<file path="config.mk">
export PLATFORM = sky130hd
export DESIGN_NAME = mem_wb_pipe_reg
export DESIGN_NICKNAME = d
export VERILOG_FILES = /design/src/rtl/riscv_pkg.sv /design/src/rtl/pipe_reg.sv /design/src/rtl/mem_wb_pipe_reg.sv
export SDC_FILE = /design/constraint.sdc
export NUM_CORES = 1
export LEC_CHECK = 0
export ABC_CLOCK_PERIOD_IN_PS = 1800
export CORE_ASPECT_RATIO = 0.7
export CORE_MARGIN = 2
export CORE_UTILIZATION = 41
export DETAILED_ROUTE_END_ITERATION = 8
export PLACE_DENSITY = 0.92
export SLEW_MARGIN = 5
export SYNTH_ARGS = -nofsm -noshare
export SYNTH_HDL_FRONTEND = slang
export SYNTH_HIERARCHICAL = 1
export SYNTH_SLANG_ARGS = --single-unit
</file>
<file path="constraint.sdc">
create_clock -name clk -period 1.8 [get_ports clk]
set_clock_uncertainty 0.05 [all_clocks]
set_input_delay 0.36 -clock clk [delete_from_list [all_inputs] [get_ports clk]]
set_output_delay 0.36 -clock clk [all_outputs]
set_load 0.02 [all_outputs]
</file>
<file path="src/rtl/riscv_pkg.sv">
// riscv_pkg: shared datapath widths and write-back select encoding
package riscv_pkg;
  localparam int XLEN = 32;
  localparam int RA_W = 5;
  typedef enum logic [1:0] {
    WB_ALU  = 2'd0,
    WB_MEM  = 2'd1,
    WB_LINK = 2'd2
  } wb_sel_e;
endpackage

</file>
<file path="src/rtl/pipe_reg.sv">
// pipe_reg: W-bit register (clk, reset active-low async, en load, clr sync clear over en, d -> q)
module pipe_reg #(
  parameter int W = 1
) (
  input  logic         clk,
  input  logic         reset,
  input  logic         en,
  input  logic         clr,
  input  logic [W-1:0] d,
  output logic [W-1:0] q
);
  always_ff @(posedge clk or negedge reset)
    if (!reset) q <= '0;
    else if (clr) q <= '0;
    else if (en) q <= d;
endmodule

</file>
<file path="src/rtl/mem_wb_pipe_reg.sv">
// mem_wb_pipe_reg: MEM/WB register (stall holds, flush bubbles) driving *_out copies plus wb_data_out/wb_en_out
module mem_wb_pipe_reg
  import riscv_pkg::*;
#(
  parameter int XLEN = riscv_pkg::XLEN,
  parameter int RA_W = riscv_pkg::RA_W
) (
  input  logic            clk,
  input  logic            reset,
  input  logic            stall,
  input  logic            flush,
  input  logic            valid_in,
  input  logic [XLEN-1:0] mem_data_in,
  input  logic [XLEN-1:0] alu_result_in,
  input  logic [XLEN-1:0] pc_plus4_in,
  input  logic [RA_W-1:0] rd_in,
  input  logic            reg_write_in,
  input  logic            mem_to_reg_in,
  input  logic            link_in,
  output logic            valid_out,
  output logic [XLEN-1:0] mem_data_out,
  output logic [XLEN-1:0] alu_result_out,
  output logic [XLEN-1:0] pc_plus4_out,
  output logic [RA_W-1:0] rd_out,
  output logic            reg_write_out,
  output logic            mem_to_reg_out,
  output logic            link_out,
  output logic [XLEN-1:0] wb_data_out,
  output logic            wb_en_out
);
  localparam int W = 3 * XLEN + RA_W + 4;
  logic [W-1:0] q;
  wb_sel_e wb_sel;
  pipe_reg #(.W(W)) u_reg (
    .clk  (clk),
    .reset(reset),
    .en   (~stall),
    .clr  (flush),
    .d    ({valid_in, mem_data_in, alu_result_in, pc_plus4_in, rd_in,
            reg_write_in, mem_to_reg_in, link_in}),
    .q    (q)
  );
  assign {valid_out, mem_data_out, alu_result_out, pc_plus4_out, rd_out,
          reg_write_out, mem_to_reg_out, link_out} = q;
  assign wb_sel = link_out ? WB_LINK : mem_to_reg_out ? WB_MEM : WB_ALU;
  assign wb_data_out = wb_sel == WB_LINK ? pc_plus4_out :
                       wb_sel == WB_MEM  ? mem_data_out : alu_result_out;
  assign wb_en_out = valid_out & reg_write_out & |rd_out;
endmodule

</file>
======== Word-level counts from Yosys, hierarchy flattened ========
Index checks and enable logic that the tools add are counted.
storage, ports and cells
  register bits after elaboration ......... 105
  input bits .............................. 109
  output and inout bits ................... 138
  logic and storage cells ................. 13
cells by class
  eq/ne operators ......................... 3
  mux-type cells .......................... 6
  bitwise logic cells ..................... 2
  reductions and logical operators ........ 1
operators with widths
  kind                                                                     number
  105-bit 2-to-1 mux                                                       2
  32-bit 2-to-1 mux                                                        2
  5-bit OR reduction                                                       1
  1-bit bitwise AND                                                        2
  2-bit by 1-bit equality test with 1-bit output, second input constant    1
  2-bit equality test, second input constant                               1
  2-bit 2-to-1 mux                                                         1
  2-bit by 1-bit inequality test with 1-bit output, second input constant  1
  1-bit 2-to-1 mux                                                         1

======== Depth between registers and ports, before layout ========
Gate-level depths: netlist of run 1.
  depth after elaboration ................. 5
  gate-level depth with buffers ........... 6
  gate-level depth less buffers ........... 3

======== By module ========
Netlist of run 1, hierarchy kept.
by module, submodules not included
  module           times used  cells each  area an instance (um^2)  seq. area each (um^2)
  pipe_reg         1           339         4281.6                   2627.5
  mem_wb_pipe_reg  1           110         701.9                    0.0

======== Least setup slack after synthesis of run 1 ========
OpenSTA, ideal clock, no wires.
  path type ............................... register -> output
  start point ............................. reg u_reg.q[1]
  end point ............................... out wb_data_out[0]
  data arrival time ....................... 1.387 ns
  path slack .............................. 0.003 ns
  stages on the path, launching flop included .. 5
  path buffers ............................ 2
  path through ............................ dfrtp_1 buf_4 buf_8 mux2i_1 o21ai_0
between the ends
  cells in the longest elaborated chain, start to end .. 5
  elaborated cells between the ends (all ways) .. 6
ends and longest elaborated chain
  what                                            line                   text
  from (decl)                                     pipe_reg.sv:10         output logic [W-1:0] q
  from (signal assigned)                          pipe_reg.sv:13         if (!reset) q <= '0;
  from (signal assigned)                          pipe_reg.sv:14         else if (clr) q <= '0;
  from (signal assigned)                          pipe_reg.sv:15         else if (en) q <= d;
  1-bit 2-to-1 mux (*)                            mem_wb_pipe_reg.sv:45  assign wb_sel = link_out ? WB_LINK : mem_to_reg_out ? WB_MEM : WB_ALU;
  2-bit 2-to-1 mux (*)                            mem_wb_pipe_reg.sv:45
  2-bit by 1-bit equality test with 1-bit output  mem_wb_pipe_reg.sv:47  wb_sel == WB_MEM ? mem_data_out : alu_result_out;
  32-bit 2-to-1 mux                               mem_wb_pipe_reg.sv:47
  32-bit 2-to-1 mux (*)                           mem_wb_pipe_reg.sv:46  assign wb_data_out = wb_sel == WB_LINK ? pc_plus4_out :
  to (decl)                                       mem_wb_pipe_reg.sv:28  output logic [XLEN-1:0] wb_data_out,
Every way passes the cells marked *; elsewhere a longest branch is shown, timed or not.

======== Final worst setup path of run 1 ========
  start point ............................. reg u_reg.q[1]
  end point ............................... out wb_data_out[21]
The elaborated chain is that of the path after synthesis.

==> qor.yml, run 1 <==
run_status:
  outcome: "finished, violations left"
  failed_checks: "setup timing"
synth:
  synth_edf_count: 0
  synth.cell_area_um2: 4980
  async_flop_share_pct: 100
  avgSynthCellArea_um2: 11.1
  seq_area_frac_synth_pct: 52.7
  yosysTopAreaCellShare_pct: 52.7
  synth_fp_nets: 558
  synth.distinct_cells: 14
  ys.flop_type: "dfrtp_1"
  syn_inst: 449
  synth_area_leaders: "dfrtp_1 53%, mux2i_1 28%, nor2_1 7.9%"
  synth.most_common_cell: "mux2i_1"
  ys_ff_latch: 105
  synth_largest_area_cell: "dfrtp_1"
  netlist_top_cells_count: "137 x mux2i_1, 105 x dfrtp_1, 105 x nor2_1"
  yosysWarnings: 6
timing:
  hold_slack_ns: 0.406
  finalCritPeriodShare_pct: 108
  worstMarginPinSlew_ns: 0.453
  rsz0062_at_grt: "yes"
  fmax_mhz: 512
  maxSlewViolCount: 0
  layout_min_cycle_time_ns: 1.95
  hold_viol_final: 0
  relSlewSlack_pct: 69.8
  setup_viol: 30
  setup_slack_ns: -0.152
route:
  wire_per_inst_um: 17.8
  antenna_left: 0
  wirelength_mm: 15.4
  drt-pass1-iter-count: 4
  num_vias: 4365
  drcViolationCount: 0
  viasPerCell: 5.04
  drtIter0Drc: 188
power:
  p_seq_share_pct: 44.0
  leakagePower_nw: 4.25
  combPwrFrac_pct: 24.1
  power_mw: 5.95
  netSwitchingPower_mw: 1.66
  p_clk_share_pct: 31.9
  peakVddDrop_mv: 0.530
  swShare_pct: 27.9
  p_int_mw: 4.29
  p_per_area_nw_per_um2: 744
worst_setup_path:
  path_buf_inv: 3
  cp_slowest_cell: "dfrtp_2"
  crit_chain: "buf_12, buf_6, mux2i_2, o21ai_1, buf_4"
  reg2reg_from: "u_reg/q[0]$_DFFE_PN0P_"
  crit_fanout: 13
  reg2reg_depth: 3
  regToRegSetupSlack_ns: 0.79
  worst-setup-path-type: "register to output pin"
  cpPeakStageDelay_ns: 0.46
  crit_path_start_kind: "register"
  endpoint_kind: "output pin"
  cp.arrival_ns: 1.54
  required_ns: 1.39
  critical-path-top-delay-family: "flip-flops"
  r2r_end: "u_reg/q[0]$_DFFE_PN0P_"
placement:
  placed_cells: 839
  place_congestion: 0.817
  post-place-ws_ns: -0.213
  io_buffers: 246
  dp_hpwl_mm: 11.1
  dpl-instance-area_um2: 7630
cells_and_area:
  drive_above_1_share_pct: 12.3
  finalInstanceArea_um2: 8000
  regMostFlops: "u_reg/q"
  layout-area-overhead-vs-synth_pct: 60.5
  fin_nets: 816
  antenna_cells: 0
  largest_reg_flops: 105
  final_cells: 866
  top_regs: "u_reg/q x105"
clocking:
  cts_root_buf: "clkbuf_16"
  cts_tree: "yes"
  insertion_delay_ns: 0.33
  cts_made_buffers: 9
  cts_sinks: 105
  path_clk_slew_ns: 0.07
  clockBufferDepth: 2
  htree_levels: 3
global_route:
  overflow: 0
  grt.busiest_layer: "met2"
  grt_max_degree: 106
  grt_pass1_wl_mm: 23.0
  use_met3_pct: 6.11
  antenna_found_initial: 0
  met2_usage_pct: 40.6
  gr-usage-met1_pct: 28.6
  grt_pass1_vias: 4401
  track_usage_pct: 23.0
floorplan:
  die_w_um: 136
  die_area_um2: 13100
  start_util_pct: 42.3
  ios: 247
  fp.dieH_um: 96.2
  core_area_um2: 11800
  fp-row-count: 33
run:
  maxCapViolCount: 0
hold_path:
  min_path_type: "input pin to asynchronous set/reset pin"
[routing by layer]
| layer | vias up | share of wire, % |
|---|---|---|
| met3 | 10 | 7.6 |
| met2 | 189 | 51 |
| met5 | - | 0 |
| met1 | 2142 | 41 |
| met4 | 0 | 0.98 |
| li1 | 2024 | - |
[metrics by stage]
stage / TNS, ns / util, %
CTS: -2.45 / 66.7
finish: -2.38 / 68.0
global route: -4.78 / 68.0
detailed placement: -5.08 / 64.9
global placement: -4.09 / 64.9
floorplan: 0 / -
[layout by cell type (no fill, tap or decap), drive strengths merged]
| cell type | Yosys | final |
|---|---|---|
| clkinvlp | 0 | 1 |
| o311a | 1 | 1 |
| dlygate4sd3 | 0 | 1 |
| clkdlybuf4s50 | 0 | 166 |
| buf | 23 | 70 |
| clkbuf | 12 | 9 |
| or3 | 1 | 1 |
| inv | 1 | 3 |
| bufinv | 0 | 1 |
| dfrtp | 105 | 105 |
| mux2i | 137 | 137 |
| dlygate4sd2 | 0 | 13 |
| nor2 | 105 | 105 |
| nand2 | 32 | 32 |
| dlymetal6s2s | 0 | 32 |
| o21ai | 32 | 32 |
[power by group through the flow]
stage	clock network [mW]	logic [mW]	registers, mW
5_1_grt	2.04	1.53	2.63
6_report	1.90	1.43	2.62
2_1_floorplan	0	0.511	2.79
3_3_place_gp	0	1.43	2.65
4_1_cts	1.94	1.43	2.62
3_5_place_dp	0	1.46	2.66
[cell families (layout without fill, tap and decap cells)]
family,count (synthesis),in the layout,share of synthesized area [%]
buf+inv,36,296,5.90
compound gates,33,33,3.41
flops,105,105,52.7
simple gates,138,138,10.4
mux,137,137,27.5
[repair_timing]
action	4_1_cts	5_1_grt
pin swaps	0	1
hold buffers	1	0
gates resized for setup	204	46
hold endpoints to repair	23	0
setup endpoints to repair	46	66
buffers inserted	8	5
[worst max path at each step]
| stage | from | cells past startpoint | slack, ns | end |
|---|---|---|---|---|
| 2_1_floorplan | u_reg/q[1]$_DFFE_PN0P_ | 4 | 0.003 | wb_data_out[0] |
| 3_3_place_gp | u_reg/q[1]$_DFFE_PN0P_ | 4 | -0.18 | wb_data_out[31] |
| 3_5_place_dp | u_reg/q[1]$_DFFE_PN0P_ | 4 | -0.21 | wb_data_out[13] |
| 4_1_cts | u_reg/q[1]$_DFFE_PN0P_ | 5 | -0.16 | wb_data_out[30] |
| 5_1_grt | u_reg/q[1]$_DFFE_PN0P_ | 5 | -0.22 | wb_data_out[25] |
| 6_report | u_reg/q[1]$_DFFE_PN0P_ | 5 | -0.15 | wb_data_out[21] |
[final cells by class]
cell class / count / area [µm²]
fillers: 829 / 3770
inverters: 1 / 8.76
clock inverters: 4 / 55.1
well taps: 157 / 196
repair buffers: 282 / 2820
multi-input cells: 308 / 2070
clock buffers: 9 / 225
flip-flops and latches: 105 / 2630
Power figures use the tool's default switching activity.
==> run 2, diff against run 1 <==
--- a/config.mk
+++ b/config.mk
@@ -6,12 +6,13 @@
 export NUM_CORES = 1
 export LEC_CHECK = 0
 export ABC_CLOCK_PERIOD_IN_PS = 1800
+export CAP_MARGIN = 20
 export CORE_ASPECT_RATIO = 0.7
 export CORE_MARGIN = 2
 export CORE_UTILIZATION = 41
 export DETAILED_ROUTE_END_ITERATION = 8
+export MAX_ROUTING_LAYER = met4
 export PLACE_DENSITY = 0.92
-export SLEW_MARGIN = 5
 export SYNTH_ARGS = -nofsm -noshare
 export SYNTH_HDL_FRONTEND = slang
 export SYNTH_HIERARCHICAL = 1
==> run 2 against run 1 <==
Compared with the run above: the run still ends with setup timing left; cell count fell by 0.12%; die area unchanged; clock power hardly changed; wire length down 0.49%; setup slack got worse by 0.0041 ns; utilization decreased by 0.085 points; critical path depth stayed put; total power about the same; flip-flop and latch count did not move; hold slack improved by 0.0024 ns; combinational power about the same; register-to-register slack gained 0.02 ns.
==> qor.yml, run 2 (same netlist as run 1, synthesis figures left out) <==
floorplan:
  ios: 247  # unchanged
  die_area_um2: 13100  # unchanged
  start_util_pct: 42.3  # unchanged
  core_area_um2: 11800  # unchanged
  fp.dieH_um: 96.2  # unchanged
  die_w_um: 136  # unchanged
  fp-row-count: 33  # unchanged
global_route:
  grt_max_degree: 106  # unchanged
  grt_pass1_vias: 4405  # +0.091%
  grt_pass1_wl_mm: 23.0  # about the same
  track_usage_pct: 23.7  # +0.71 points
  overflow: 0  # unchanged
  antenna_found_initial: 0  # unchanged
clocking:
  insertion_delay_ns: 0.33  # about the same
  cts_sinks: 105  # unchanged
  clockBufferDepth: 2  # unchanged
  cts_made_buffers: 9  # unchanged
  cts_tree: "yes"
  cts_root_buf: "clkbuf_16"
  htree_levels: 3  # unchanged
  path_clk_slew_ns: 0.07  # about the same
worst_setup_path:
  cpPeakStageDelay_ns: 0.46  # about the same
  crit_fanout: 13  # unchanged
  crit_chain: "buf_12, buf_6, mux2i_2, o21ai_1, buf_4"
  cp.arrival_ns: 1.55  # about the same
  cp_slowest_cell: "dfrtp_2"
  endpoint_kind: "output pin"
  path_buf_inv: 3  # unchanged
  required_ns: 1.39  # about the same
  crit_path_start_kind: "register"
  critical-path-top-delay-family: "buffers and inverters"
  worst-setup-path-type: "register to output pin"
run_status:
  failed_checks: "setup timing"
  outcome: "finished, violations left"
cells_and_area:
  seqCellArea_um2: 2630  # unchanged
  multi_input_area_um2: 2070  # unchanged
  top_regs: "u_reg/q x105"
  final_cells: 865  # -0.12%
  layout_commonest_cell: "clkdlybuf4s50_1"
  layout-area-overhead-vs-synth_pct: 60.3
  regMostFlops: "u_reg/q"
  fillers: 834  # +0.60%
  drive_above_1_share_pct: 12.1  # -0.12 points
  largest_reg_flops: 105  # unchanged
  final_cell_mix: "166 x clkdlybuf4s50_1, 136 x mux2i_1, 105 x nor2_1"
  fin_nets: 815  # -0.12%
  antenna_cells: 0  # unchanged
placement:
  io_buffers: 246  # unchanged
  dp_hpwl_mm: 11.1  # unchanged
  placed_cells: 839  # unchanged
  place_congestion: 0.829  # +1.5%
timing:
  worstMarginPinSlew_ns: 0.459  # +0.00592 ns
  relSlewSlack_pct: 69.4  # -0.39 points
  maxSlewViolCount: 0  # unchanged
  rsz0062_at_grt: "yes"
  hold_slack_ns: 0.409  # +0.00239 ns
  hold_viol_final: 0  # unchanged
  finalCritPeriodShare_pct: 109  # +0.23 points
  setup_slack_ns: -0.156  # -0.00410 ns
  setup_viol: 30  # unchanged
  layout_min_cycle_time_ns: 1.96  # +0.00410 ns
  fmax_mhz: 511  # -0.21%
route:
  drtIter0Drc: 190  # +1.1%
  antenna_left: 0  # unchanged
  num_vias: 4352  # -0.30%
  wirelength_mm: 15.3  # -0.49%
  drcViolationCount: 0  # unchanged
  drt-pass1-iter-count: 4  # unchanged
  wire_per_inst_um: 17.7  # -0.38%
  viasPerCell: 5.03  # -0.18%
hold_path:
  min_path_type: "input pin to asynchronous set/reset pin"
power:
  peakVddDrop_mv: 0.535  # +0.82%
  p_per_area_nw_per_um2: 744  # about the same
  leakagePower_nw: 4.24  # -0.13%
run:
  maxCapViolCount: 0  # unchanged
[run 2: power breakdown]
part / leakage (nW) / total, mW / internal (mW) / switching [mW]
combinational: 2.72 / 1.43 / 0.730 / 0.699
sequential: 1.39 / 2.62 / 2.49 / 0.124
clock: 0.134 / 1.90 / 1.07 / 0.831
total: 4.24 / 5.94 / 4.29 / 1.65
[run 2: layer usage]
metal / track usage [%] / vias up / part of all wire (%)
li1: - / 2021 / -
met1: 29.3 / 2124 / 41
met2: 40.6 / 194 / 51
met3: 5.06 / 13 / 7.7
met4: 5.03 / 0 / 1.1
met5: - / - / 0
[run 2: what timing repair did]
item | 4_1_cts | 5_1_grt
resized for setup | 204 | 44
hold endpoints to repair | 23 | 0
setup buffers | 8 | 4
endpoints found under the setup margin | 46 | 66
pin swaps | 0 | 1
cloned | 0 | 0
hold buffers | 1 | 0
[run 2: stage by stage]
stage / utilization, % / setup TNS (ns) / cell area [µm²] / power [mW] / setup WS (ns)
6_report: 67.9 / -2.31 / 7990 / 5.94 / -0.156
5_1_grt: 67.9 / -4.71 / 7990 / 6.20 / -0.225
4_1_cts: 66.7 / -2.45 / 7850 / 5.98 / -0.160
3_5_place_dp: 64.9 / -5.08 / 7630 / 4.12 / -0.213
3_3_place_gp: 64.9 / -4.09 / 7630 / 4.08 / -0.182
2_1_floorplan: - / 0 / 4980 / 3.30 / 0.00350
[run 2: final cells by class]
class                   instances  share of cell area (%)
multi-input cells             308                    25.9
repair buffers                281                    35.1
inverters                       1                   0.110
well taps                     157                    2.46
clock buffers                   9                    2.82
clock inverters                 4                   0.689
flip-flops and latches        105                    32.9
[run 2: worst paths after layout]
check,end,cells past startpoint,slack (ns),from
setup / recovery,wb_data_out[21],5,-0.16,u_reg/q[1]$_DFFE_PN0P_
hold / removal,u_reg/q[38]$_DFFE_PN0P_,2,0.41,reset
setup reg to reg,u_reg/q[0]$_DFFE_PN0P_,3,0.81,u_reg/q[0]$_DFFE_PN0P_
hold reg to reg,u_reg/q[39]$_DFFE_PN0P_,2,0.50,u_reg/q[39]$_DFFE_PN0P_
max in group asynchronous,u_reg/q[0]$_DFFE_PN0P_,3,0.70,reset
min in group clk,u_reg/q[38]$_DFFE_PN0P_,3,0.50,flush
[run 2: worst reg2reg max path: stages (launching register included)]
cell     delay [ns]
dfrtp_2        0.42
buf_12         0.18
mux2i_1        0.16
nor2_1         0.06
==> run 3, diff against run 2 <==
--- a/config.mk
+++ b/config.mk
@@ -5,7 +5,6 @@
 export SDC_FILE = /design/constraint.sdc
 export NUM_CORES = 1
 export LEC_CHECK = 0
-export ABC_CLOCK_PERIOD_IN_PS = 1800
 export CAP_MARGIN = 20
 export CORE_ASPECT_RATIO = 0.7
 export CORE_MARGIN = 2
==> results of run 3 <==
Same layout as run 2: the final DEF is identical, and so are final timing and power.
